`config.mk`:
```
export PLATFORM = sky130hd
export DESIGN_NAME = io_stall_ctrl
export DESIGN_NICKNAME = d
export VERILOG_FILES = /design/src/rtl/io_stall_pkg.sv /design/src/rtl/lcd_gap_counter.sv /design/src/rtl/io_stall_ctrl.sv
export SDC_FILE = /design/constraint.sdc
export NUM_CORES = 1
export LEC_CHECK = 0
export ABC_AREA = 1
export BUFFER_PORTS_ARGS = -buffer_cell sky130_fd_sc_hd__buf_2
export CORE_MARGIN = 2
export CORE_UTILIZATION = 47
export DETAILED_ROUTE_END_ITERATION = 8
export PLACE_DENSITY = 0.77
export SLEW_MARGIN = 20
export SYNTH_ARGS = -nofsm -noshare
export SYNTH_HDL_FRONTEND = slang
export SYNTH_SLANG_ARGS = --single-unit
```
`constraint.sdc`:
```
create_clock -name clock -period 1.6 [get_ports clock]
set_input_delay 0.48 -clock clock [delete_from_list [all_inputs] [get_ports clock]]
set_output_delay 0.48 -clock clock [all_outputs]
set_load 0.02 [all_outputs]
```
`src/rtl/io_stall_pkg.sv`:
```
// Shared types and defaults for the I/O stall sequencer: FSM encoding,
// the two I/O opcodes it serves, and default timing parameters.
package io_stall_pkg;

  typedef enum logic [2:0] {
    ST_IDLE     = 3'd0,
    ST_KB_WAIT  = 3'd1,
    ST_KB_DONE  = 3'd2,
    ST_LCD_WAIT = 3'd3,
    ST_LCD_DONE = 3'd4
  } io_state_e;

  localparam logic [4:0] OP_INPUT = 5'b01110;
  localparam logic [4:0] OP_LCD   = 5'b01111;

  localparam int LCD_GAP_DEF  = 4;
  localparam int WAIT_MAX_DEF = 1024;
  localparam int CNT_W_DEF    = 10;

  function automatic logic is_io_op(input logic [4:0] op);
    return (op == OP_INPUT) || (op == OP_LCD);
  endfunction

endpackage

```
`src/rtl/lcd_gap_counter.sv`:
```
// Loadable down-counter that saturates at zero; used to enforce the idle
// spacing the LCD needs between write strobes.
module lcd_gap_counter #(
  parameter int W = 10
) (
  input  logic         clock,
  input  logic         resetn,
  input  logic         load_i,
  input  logic [W-1:0] load_val_i,
  output logic         zero_o
);

  logic [W-1:0] cnt_q, cnt_d;

  // A reload wins over the decrement issued in the same cycle.
  always_comb begin
    cnt_d = cnt_q;
    if (load_i)
      cnt_d = load_val_i;
    else if (cnt_q != '0)
      cnt_d = cnt_q - 1'b1;
  end

  always_ff @(posedge clock or negedge resetn) begin
    if (!resetn) cnt_q <= '0;
    else         cnt_q <= cnt_d;
  end

  assign zero_o = (cnt_q == '0);

endmodule

```
`src/rtl/io_stall_ctrl.sv`:
```
// Stalls the core while a keyboard read or LCD write handshakes with its
// peripheral, then releases the instruction for a single retire cycle.
module io_stall_ctrl
  import io_stall_pkg::*;
#(
  parameter int LCD_GAP  = LCD_GAP_DEF,
  parameter int WAIT_MAX = WAIT_MAX_DEF,
  parameter int CNT_W    = CNT_W_DEF
) (
  input  logic        clock,
  input  logic        resetn,
  input  logic        input_ack_req,
  input  logic        lcd_wren_req,
  input  logic [7:0]  lcd_data_in,
  input  logic        kb_valid,
  input  logic [7:0]  kb_data,
  input  logic        lcd_busy,
  input  logic        err_clr,
  output logic        stall,
  output logic        kb_ack,
  output logic        rd_valid,
  output logic [31:0] kb_rdata,
  output logic        lcd_we,
  output logic [7:0]  lcd_data,
  output logic        timeout_err
);

  localparam logic [CNT_W-1:0] TIMER_LAST = CNT_W'(WAIT_MAX - 1);
  localparam logic [CNT_W-1:0] GAP_LOAD   = CNT_W'(LCD_GAP);

  io_state_e        state_q, state_d;
  logic [CNT_W-1:0] timer_q, timer_d;
  logic [7:0]       kb_byte_q, kb_byte_d;
  logic [7:0]       lcd_data_q, lcd_data_d;
  logic             err_q, err_d;

  logic stall_c, kb_ack_c, rd_valid_c, lcd_we_c;
  logic timeout_set, gap_zero;

  lcd_gap_counter #(.W(CNT_W)) u_gap (
    .clock      (clock),
    .resetn     (resetn),
    .load_i     (lcd_we_c),
    .load_val_i (GAP_LOAD),
    .zero_o     (gap_zero)
  );

  always_comb begin
    state_d     = state_q;
    timer_d     = timer_q;
    kb_byte_d   = kb_byte_q;
    lcd_data_d  = lcd_data_q;
    stall_c     = 1'b0;
    kb_ack_c    = 1'b0;
    rd_valid_c  = 1'b0;
    lcd_we_c    = 1'b0;
    timeout_set = 1'b0;
    unique case (state_q)
      ST_IDLE: begin
        stall_c = input_ack_req | lcd_wren_req;
        // Both requests at once is illegal; the keyboard read wins.
        if (input_ack_req) begin
          state_d = ST_KB_WAIT;
        end else if (lcd_wren_req) begin
          state_d = ST_LCD_WAIT;
          timer_d = '0;
        end
      end
      ST_KB_WAIT: begin
        stall_c = 1'b1;
        if (kb_valid) begin
          kb_ack_c  = 1'b1;
          kb_byte_d = kb_data;
          state_d   = ST_KB_DONE;
        end
      end
      ST_KB_DONE: begin
        rd_valid_c = 1'b1;
        state_d    = ST_IDLE;
      end
      ST_LCD_WAIT: begin
        stall_c = 1'b1;
        if (!lcd_busy && gap_zero) begin
          lcd_we_c   = 1'b1;
          lcd_data_d = lcd_data_in;
          state_d    = ST_LCD_DONE;
        end else if (timer_q == TIMER_LAST) begin
          timeout_set = 1'b1;
          state_d     = ST_LCD_DONE;
        end else begin
          timer_d = timer_q + 1'b1;
        end
      end
      ST_LCD_DONE: state_d = ST_IDLE;
      default:     state_d = ST_IDLE;
    endcase
  end

  always_comb begin
    err_d = err_q;
    if (timeout_set) err_d = 1'b1;
    else if (err_clr) err_d = 1'b0;
  end

  always_ff @(posedge clock or negedge resetn) begin
    if (!resetn) begin
      state_q    <= ST_IDLE;
      timer_q    <= '0;
      kb_byte_q  <= '0;
      lcd_data_q <= '0;
      err_q      <= 1'b0;
    end else begin
      state_q    <= state_d;
      timer_q    <= timer_d;
      kb_byte_q  <= kb_byte_d;
      lcd_data_q <= lcd_data_d;
      err_q      <= err_d;
    end
  end

  // The IDLE stall is a straight decode of the requests; mask it so the
  // core sees no stall while reset is held.
  assign stall       = stall_c & resetn;
  assign kb_ack      = kb_ack_c;
  assign rd_valid    = rd_valid_c;
  assign lcd_we      = lcd_we_c;
  assign kb_rdata    = {24'b0, kb_byte_q};
  assign lcd_data    = lcd_data_q;
  assign timeout_err = err_q;

endmodule

```
# After elaboration in Yosys (flattened, before gate mapping)
# Index checks and enable logic that the tools add are counted.
# classes
n_shift,0
n_div,0
magnitude_cmp,0
bitwise_logic,2
add_sub_neg,2
mul,0
n_eq_ne,11
muxes,24
n_reduce_logical,13
# ops
cell,count
10-bit two-way mux,6
10-bit case mux with 2 select lines,1
3-bit two-way mux,5
10-bit by 1-bit adder with 10-bit output (second input constant),1
10-bit equality test (second input constant),1
10-bit logical NOT,1
1-bit two-way mux,10
2-bit inequality test (second input constant),5
10-bit nonzero test,1
10-bit by 1-bit subtractor with 10-bit output (second input constant),1
3-bit case mux with 3 select lines,1
3-bit by 2-bit equality test with 1-bit output (second input constant),2
3-bit inequality test (second input constant),2
2-bit nonzero test,3
5-bit AND reduction,1
2-bit AND reduction,2
3-bit by 1-bit equality test with 1-bit output (second input constant),1
3-bit logical NOT,1
3-bit AND reduction,1
1-bit case mux with 2 select lines,1
2-bit OR reduction,1
1-bit bitwise AND,1
1-bit logical AND,1
1-bit logical NOT,1
1-bit bitwise OR,1
# word_totals
mem_bits_ro,0
latch_bits,0
reg_bits,40
inputBits,23
out_inout_bits,45
mem_count,0
word_cells,58
mem_bits_rw,0

# Logic depth before layout (Yosys ltp)
# Gate-level depths: netlist of the first run.
# depth
ltp_word,5
mapped_depth,11
depth_no_buf,11

# Hierarchy
# From an unflattened synthesis of the first run, not the netlist that was laid out.
# unflattened
hier_cells,317
area_unflattened_um2,2472.4
# by_module_without_submodules
module,seq_area_each_um2,area_per_inst_um2,n_inst,cells_per_inst
io_stall_ctrl,750.7,1776.7,1,222
lcd_gap_counter,250.2,695.7,1,95

# Worst setup path before layout of the first run
# OpenSTA, ideal clock, no wires.
# synth_timing
path_kind,flip-flop to output port
startpoint,reg state_q[0]
endpoint,out stall
arrival_ps,1313
t_required_ps,1120
path_buffers,0
stages_incl_launch_ff,4
slack_ps,-193
cell_sequence,dfrtp_1 nor3_1 o21ai_0 a21boi_0
# synth_via
elab_chain_cells,4
word_cells_on_any_way,6
cone_classes,eq/ne: 2; mux: 1; bitwise: 1; reduce/logical: 2
# synth_lines
element,line_no,source
"start, declared",io_stall_ctrl.sv:31,"io_state_e state_q, state_d;"
"start signal, assigned",io_stall_ctrl.sv:113,state_q <= state_d;
3-bit by 2-bit equality test with 1-bit output or 3-bit by 1-bit equality test with 1-bit output (tied branches),io_stall_ctrl.sv:58,unique case (state_q)
2-bit OR reduction (no line),--,
1-bit case mux with 2 select lines (*),io_stall_ctrl.sv:58,
1-bit bitwise AND (*),io_stall_ctrl.sv:123,assign stall = stall_c & resetn;
"end, declared",io_stall_ctrl.sv:19,"output logic stall,"
# Mark *: on every way between the ends. The rest lies on a longest branch, timed or not.

# Final worst setup path of the first run
# layout_timing
startpoint,reg u_gap.cnt_q[0]
endpoint,out lcd_we
# layout_via
elab_chain_cells,4
# layout_lines
element,line_no,source
"start, declared",lcd_gap_counter.sv:13,"logic [W-1:0] cnt_q, cnt_d;"
"start signal, assigned",lcd_gap_counter.sv:26,else cnt_q <= cnt_d;
10-bit logical NOT,lcd_gap_counter.sv:29,assign zero_o = (cnt_q == '0);
1-bit logical AND,io_stall_ctrl.sv:83,if (!lcd_busy && gap_zero) begin
1-bit two-way mux,io_stall_ctrl.sv:83,
1-bit two-way mux,io_stall_ctrl.sv:58,
"end, declared",io_stall_ctrl.sv:23,"output logic lcd_we,"
# No other way between the ends.

==> metrics.md, run 1 <==
| Metric | Value |
|---|---|
| Status | finished with violations |
| Failing checks | negative setup slack |
| Final hold slack | 305 ps |
| Final GP Congestion | 0.851 |
| Largest net degree at the start of global routing | 41 |
| Vias per Instance | 4.84 |
| Starting Density | 48.6% |
| Unique masters post-synth | 33 |
| Peak Freq | 487 MHz |
| Grt ovf | 0 |
| Max transition margin | 64.2% |
| Clock Tree Buf Depth | 2 |
| Synth Cell Area | 2300 µm² |
| IO Pins | 68 |
| Final Cycle Share | 128% |
| Clock slew at reported path FFs | 90 ps |
| Most common cell after layout, fill and taps aside | nand2_1 |
| Cts hold-fix bufs | 0 |
| Seq cells post-synth | 40 |
| Sw Share | 42.3% |
| Commonest non-fill, non-tap cells in the layout | nand2_1, dfrtp_1, buf_2 |
| Die ar. | 5460 µm² |
| Hold WC Path Type | input port to async pin |
| CP startpoint kind | flop |
| PD cells | 1670 nW/µm² |
| Vias in the first global route | 1798 |
| Final WL | 5890 µm |
| DPL Wire Length | 3570 µm |
| Clock share of power | 16.3% |
| Total Routing Usage GR | 19.4% |
| DIE HEIGHT | 73.9 µm |
| Final nets | 401 |
| Vias | 2145 |
| Clock sinks | 40 |
| Area Overhead vs Synth | 37.7% |
| Setup crit end kind | output pin |
| Die extent in x | 73.9 µm |
| Total power draw | 0.00528 W |
| Max-cap violations | 0 |
| First-pass GRT wire length | 8040 µm |
| I/O Buffers | 43 |
| CTS tree | done |
| Crit path DAT | 1570 ps |
| Min Tclk post-route | 2050 ps |
| Design area | 3160 µm² |
| DR iter-0 viols | 132 |
| Clock root buffer | clkbuf_8 |
| WS Path Type | flop to output pin |
| Cells after synthesis | 284 |
| # rows | 25 |
| Setup Skew | 8.66 ps |
| Layout cells sized above 1 | 39.1% |
| Cell Area, Placed | 2680 µm² |
| Net switching power | 0.00223 W |
| Setup WS pre-CTS | -124 ps |
| Final core occ | 67.0% |
| TritonCTS Buffers | 5 |
| Logic gate share of total power | 53.8% |
| # diodes | 0 |
| Initial antenna violation count | 0 |
| CTS H-tree depth | 2 |
| Average wire per standard cell | 13.3 µm |
| Setup ws final | -453 ps |
| Critical Path Fanout Max | 2 |
| Least-Margin Pin Slew | 536 ps |
| DR DRC count | 0 |
| Setup-failing EPs final | 20 |
| Required @ worst endpoint | 1120 ps |
| Final slew viol count | 0 |
| Post-route ant nets | 0 |
| Worst VDD drop | 0.00111 V |
| Hold Vio Cnt, Final | 0 |
| RSZ-0062 raised after global routing | yes |
| P_int | 0.00305 W |
| Leakage | 1.63 nW |
| Sequential fraction of the synthesis area | 43.6% |
| Mapped Avg Cell Area | 8.09 µm² |
| First-pass iteration count of the detailed router | 6 |
| Core area | 4720 µm² |
| Part of the power in registers | 29.9% |
| Worst-Skew Late Latency | 310 ps |
| Yosys warns | 0 |
==> cells in the mapped netlist (all sizes together) <==
cell	count	area share, %
a21boi	1	0.33
a21oi	3	0.82
buf	26	9.2
clkinv	1	0.16
conb	1	0.16
dfrtp	40	44
ha	3	1.6
inv	27	4.4
nand2	101	18
nand3	13	2.8
nand3b	1	0.33
nand4	6	2.6
nor2	30	6.4
nor3	5	1.6
o211ai	1	0.33
o21ai	14	3.9
o22ai	1	0.27
or2	1	0.27
xnor2	4	1.5
xor2	5	1.9
==> layer usage <==
metal / vias to the layer above / share of wire (%) / global-route usage, %
met2: 88 / 52 / 30.6
li1: 1029 / - / -
met4: 0 / 2.3 / 7.47
met1: 1012 / 40 / 26.0
met3: 16 / 4.9 / 4.53
met5: - / 0 / 0
==> worst max-delay path, cell delays in order, from the launching register on <==
cell	delay [ps]
dfrtp_1	400
inv_2	80
ha_4	140
inv_2	50
nor2_4	90
nand3_2	90
nor2_4	140
nand3_2	110
clkinv_4	70
buf_6	110
==> power by group through the flow <==
stage / Combinational [W] / Sequential (W) / Clock [W]
2_1_floorplan: 0.00126 / 0.00172 / 0
3_3_place_gp: 0.00202 / 0.00155 / 0
3_5_place_dp: 0.00207 / 0.00155 / 0
4_1_cts: 0.00222 / 0.00155 / 0.000869
5_1_grt: 0.00310 / 0.00162 / 0.000916
6_report: 0.00284 / 0.00158 / 0.000862
==> final cells by class <==
| class | count | area [µm²] |
|---|---|---|
| clock buffers | 5 | 68.8 |
| clock inverters | 3 | 46.3 |
| fillers | 372 | 1560 |
| inverters | 28 | 115 |
| multi-input cells | 214 | 1250 |
| flip-flops and latches | 40 | 1000 |
| well taps | 67 | 83.8 |
| repair buffers | 86 | 602 |
==> cells by family (layout without fill, tap and decap cells) <==
kind of cell	after synthesis	in the layout	synth area share [%]
fa+ha+maj	3	3	1.63
flops	40	40	43.6
compound gates	20	20	5.61
other cells	1	24	0.163
buf+inv	54	122	13.8
xor+xnor	9	9	3.43
simple gates	157	158	31.8
==> final timing paths <==
| check | slack [ps] | end | cells after the start | start |
|---|---|---|---|---|
| min | 300 | timer_q[7] | 2 | resetn |
| max in group asynchronous | 930 | u_gap.cnt_q[7] | 2 | resetn |
| min reg2reg | 470 | kb_byte_q[1] | 2 | kb_byte_q[1] |
| max | -450 | lcd_we | 9 | u_gap.cnt_q[0] |
| min in group clock | 360 | timeout_err | 2 | err_clr |
| max reg2reg | -90 | timer_q[9] | 12 | state_q[2] |
==> repair_timing <==
item / CTS / global route
pin swaps: 7 / 12
endpoints found under the setup margin: 14 / 27
gates resized for setup: 17 / 35
cloned: 0 / 1
buffers inserted: 4 / 16
hold endpoints to repair: 0 / 0
==> through the flow <==
stage	instances	TNS, ps
CTS	427	-958
finish	443	-1800
floorplan	307	-134
global placement	415	-106
detailed placement	415	-183
global route	443	-4590
==> state kept, by name (all words and copies together) (netlist names) <==
signal	flops
timer_q	10
u_gap.cnt_q	10
kb_byte_q	8
lcd_data	8
state_q	3
timeout_err	1
Power figures use the tool's default switching activity.
==> inputs of run 2 (changes only) <==
Settings changed: RECOVER_POWER set to 100.
==> run 2 against run 1 <==
The run still ends with negative setup slack left. Total power fell by 0.92%. Sequential share of layout area grew 0.33 points. Fmax is essentially flat. Combinational power shrank 2%. Register-to-register slack worse by 70 ps. Global-route usage is the same. Hold slack improved by 57 ps. First-iteration DRC count is 13% higher. Clock skew barely moved. Core utilization is 0.69 points lower. Critical path depth unchanged. Clock-buffer cell count did not move.
==> metrics.md, run 2 (synthesized netlist as in run 1, its figures left out) <==
| Metric | Value |
|---|---|
| Clock slew at reported path FFs | 90 ps |
| Hold WC Path Type | input port to flop |
| DPL Wire Length | 3570 µm |
| Final slew viol count | 0 |
| Peak Freq | 487 MHz |
| Final WL | 5850 µm |
| Layout cells sized above 1 | 34.0% |
| Slowest CP cell | dfrtp_1 |
| Max transition margin | 34.0% |
| Commonest non-fill, non-tap cells in the layout | nand2_1, dfrtp_1, buf_4 |
| Clock root buffer | clkbuf_8 |
| Total Routing Usage GR | 19.4% |
| Core area | 4720 µm² |
| Setup-failing EPs final | 18 |
| Setup WS pre-CTS | -124 ps |
| Area Overhead vs Synth | 36.3% |
| Clock Tree Buf Depth | 2 |
| Average wire per standard cell | 13.2 µm |
| Required @ worst endpoint | 1120 ps |
| First-pass iteration count of the detailed router | 4 |
| Vias per Instance | 4.84 |
| Starting Density | 48.6% |
| DR DRC count | 0 |
| Final GP Congestion | 0.851 |
| Min Tclk post-route | 2050 ps |
| Setup crit end kind | output pin |
| # rows | 25 |
| Largest net degree at the start of global routing | 41 |
| Failing checks | negative setup slack |
| Ordered list of cells on the worst path | inv_2 -> ha_4 -> inv_2 -> nor2_4 -> nand3_2 -> nor2_4 -> nand3_2 -> clkinv_4 -> buf_6 |
| Setup ws final | -453 ps |
| Initial antenna violation count | 0 |
| Worst-Skew Late Latency | 300 ps |
| IO Pins | 68 |
| CTS H-tree depth | 2 |
| I/O Buffers | 43 |
| Status | finished with violations |
| Crit path DAT | 1570 ps |
| Setup Skew | 8.70 ps |
| CP startpoint kind | flop |
| Worst VDD drop | 0.00110 V |
| WS Path Type | flop to output pin |
| RSZ-0062 raised after global routing | yes |
| Clock sinks | 40 |
| Total power draw | 0.00523 W |
| Cts hold-fix bufs | 0 |
| Final nets | 401 |
| TritonCTS Buffers | 5 |
| DR iter-0 viols | 149 |
| Final core occ | 66.3% |
| Die extent in x | 73.9 µm |
| First-pass GRT wire length | 8040 µm |
| Leakage | 1.56 nW |
| Least-Margin Pin Slew | 991 ps |
| Largest registers | timer_q x10, u_gap.cnt_q x10 |
| Die ar. | 5460 µm² |
| Vias in the first global route | 1798 |
| Grt ovf | 0 |
| WP buf/inv | 4 |
| # diodes | 0 |
| Post-route ant nets | 0 |
| Critical Path Fanout Max | 2 |
| Max-cap violations | 0 |
| Final Cycle Share | 128% |
| Hold Vio Cnt, Final | 0 |
| Vias | 2145 |
| PD cells | 1670 nW/µm² |
| Crit-path max cell delay | 400 ps |
| Final hold slack | 362 ps |
| CTS tree | done |
| Most common cell after layout, fill and taps aside | nand2_1 |
| DIE HEIGHT | 73.9 µm |
| Top cell family by delay on the critical path | simple AND/OR/NAND/NOR gates |
| FILL cells | 381 |
[run 2: power by group]
part           switching [W]  leakage (nW)  internal, W
sequential          0.000260         0.520      0.00132
clock               0.000387        0.0548     0.000470
combinational        0.00157         0.988      0.00122
total                0.00222          1.56      0.00301
[run 2: per-stage QoR]
stage          area, µm²  cells  setup TNS [ps]
2_1_floorplan       2420    307            -134
3_3_place_gp        2680    415            -106
3_5_place_dp        2680    415            -183
4_1_cts             2890    427            -958
5_1_grt             3130    443           -4970
6_report            3130    443           -2440
[run 2: layout make-up]
| cell class | count | area, µm² | area share [%] |
|---|---|---|---|
| inverter | 28 | 115 | 3.68 |
| timing repair buffer | 86 | 577 | 18.4 |
| sequential | 40 | 1000 | 32.0 |
| clock buffer | 5 | 68.8 | 2.20 |
| clock inverter | 3 | 46.3 | 1.48 |
| tap | 67 | 83.8 | 2.68 |
| multi-input combinational | 214 | 1240 | 39.6 |
[run 2: routing by layer]
metal,track usage (%),part of all wire [%],vias up
met4,7.47,2.3,0
met1,26.0,40,1027
li1,-,-,1031
met5,0,0,-
met2,30.6,53,73
met3,4.53,4.7,14
[run 2: path summary, 6_finish.rpt]
| path | start | endpoint | slack (ps) | cells past startpoint |
|---|---|---|---|---|
| min reg2reg | kb_byte_q[1] | kb_byte_q[1] | 480 | 2 |
| max in group asynchronous | resetn | timer_q[5] | 400 | 2 |
| min | err_clr | timeout_err | 360 | 2 |
| max | u_gap.cnt_q[0] | lcd_we | -450 | 9 |
| max reg2reg | u_gap.cnt_q[5] | timer_q[9] | -160 | 9 |
| min in group asynchronous | resetn | timer_q[7] | 590 | 2 |
[run 2: worst register-to-register path, stage by stage (launching register included)]
cell     delay (ps)
dfrtp_1         400
nor2_2          180
buf_4           140
nand2_1         130
nor2_1          300
nand4_4         180
nand2_8         130
buf_8           140
nand2_2          50
nand2_1          70
[run 2: repair_timing]
item                                    CTS  global route
resized for setup                        17            35
endpoints found under the setup margin   14            27
cloned                                    0             1
hold endpoints to repair                  0             0
buffers inserted                          4            16
pin swaps                                 7            12
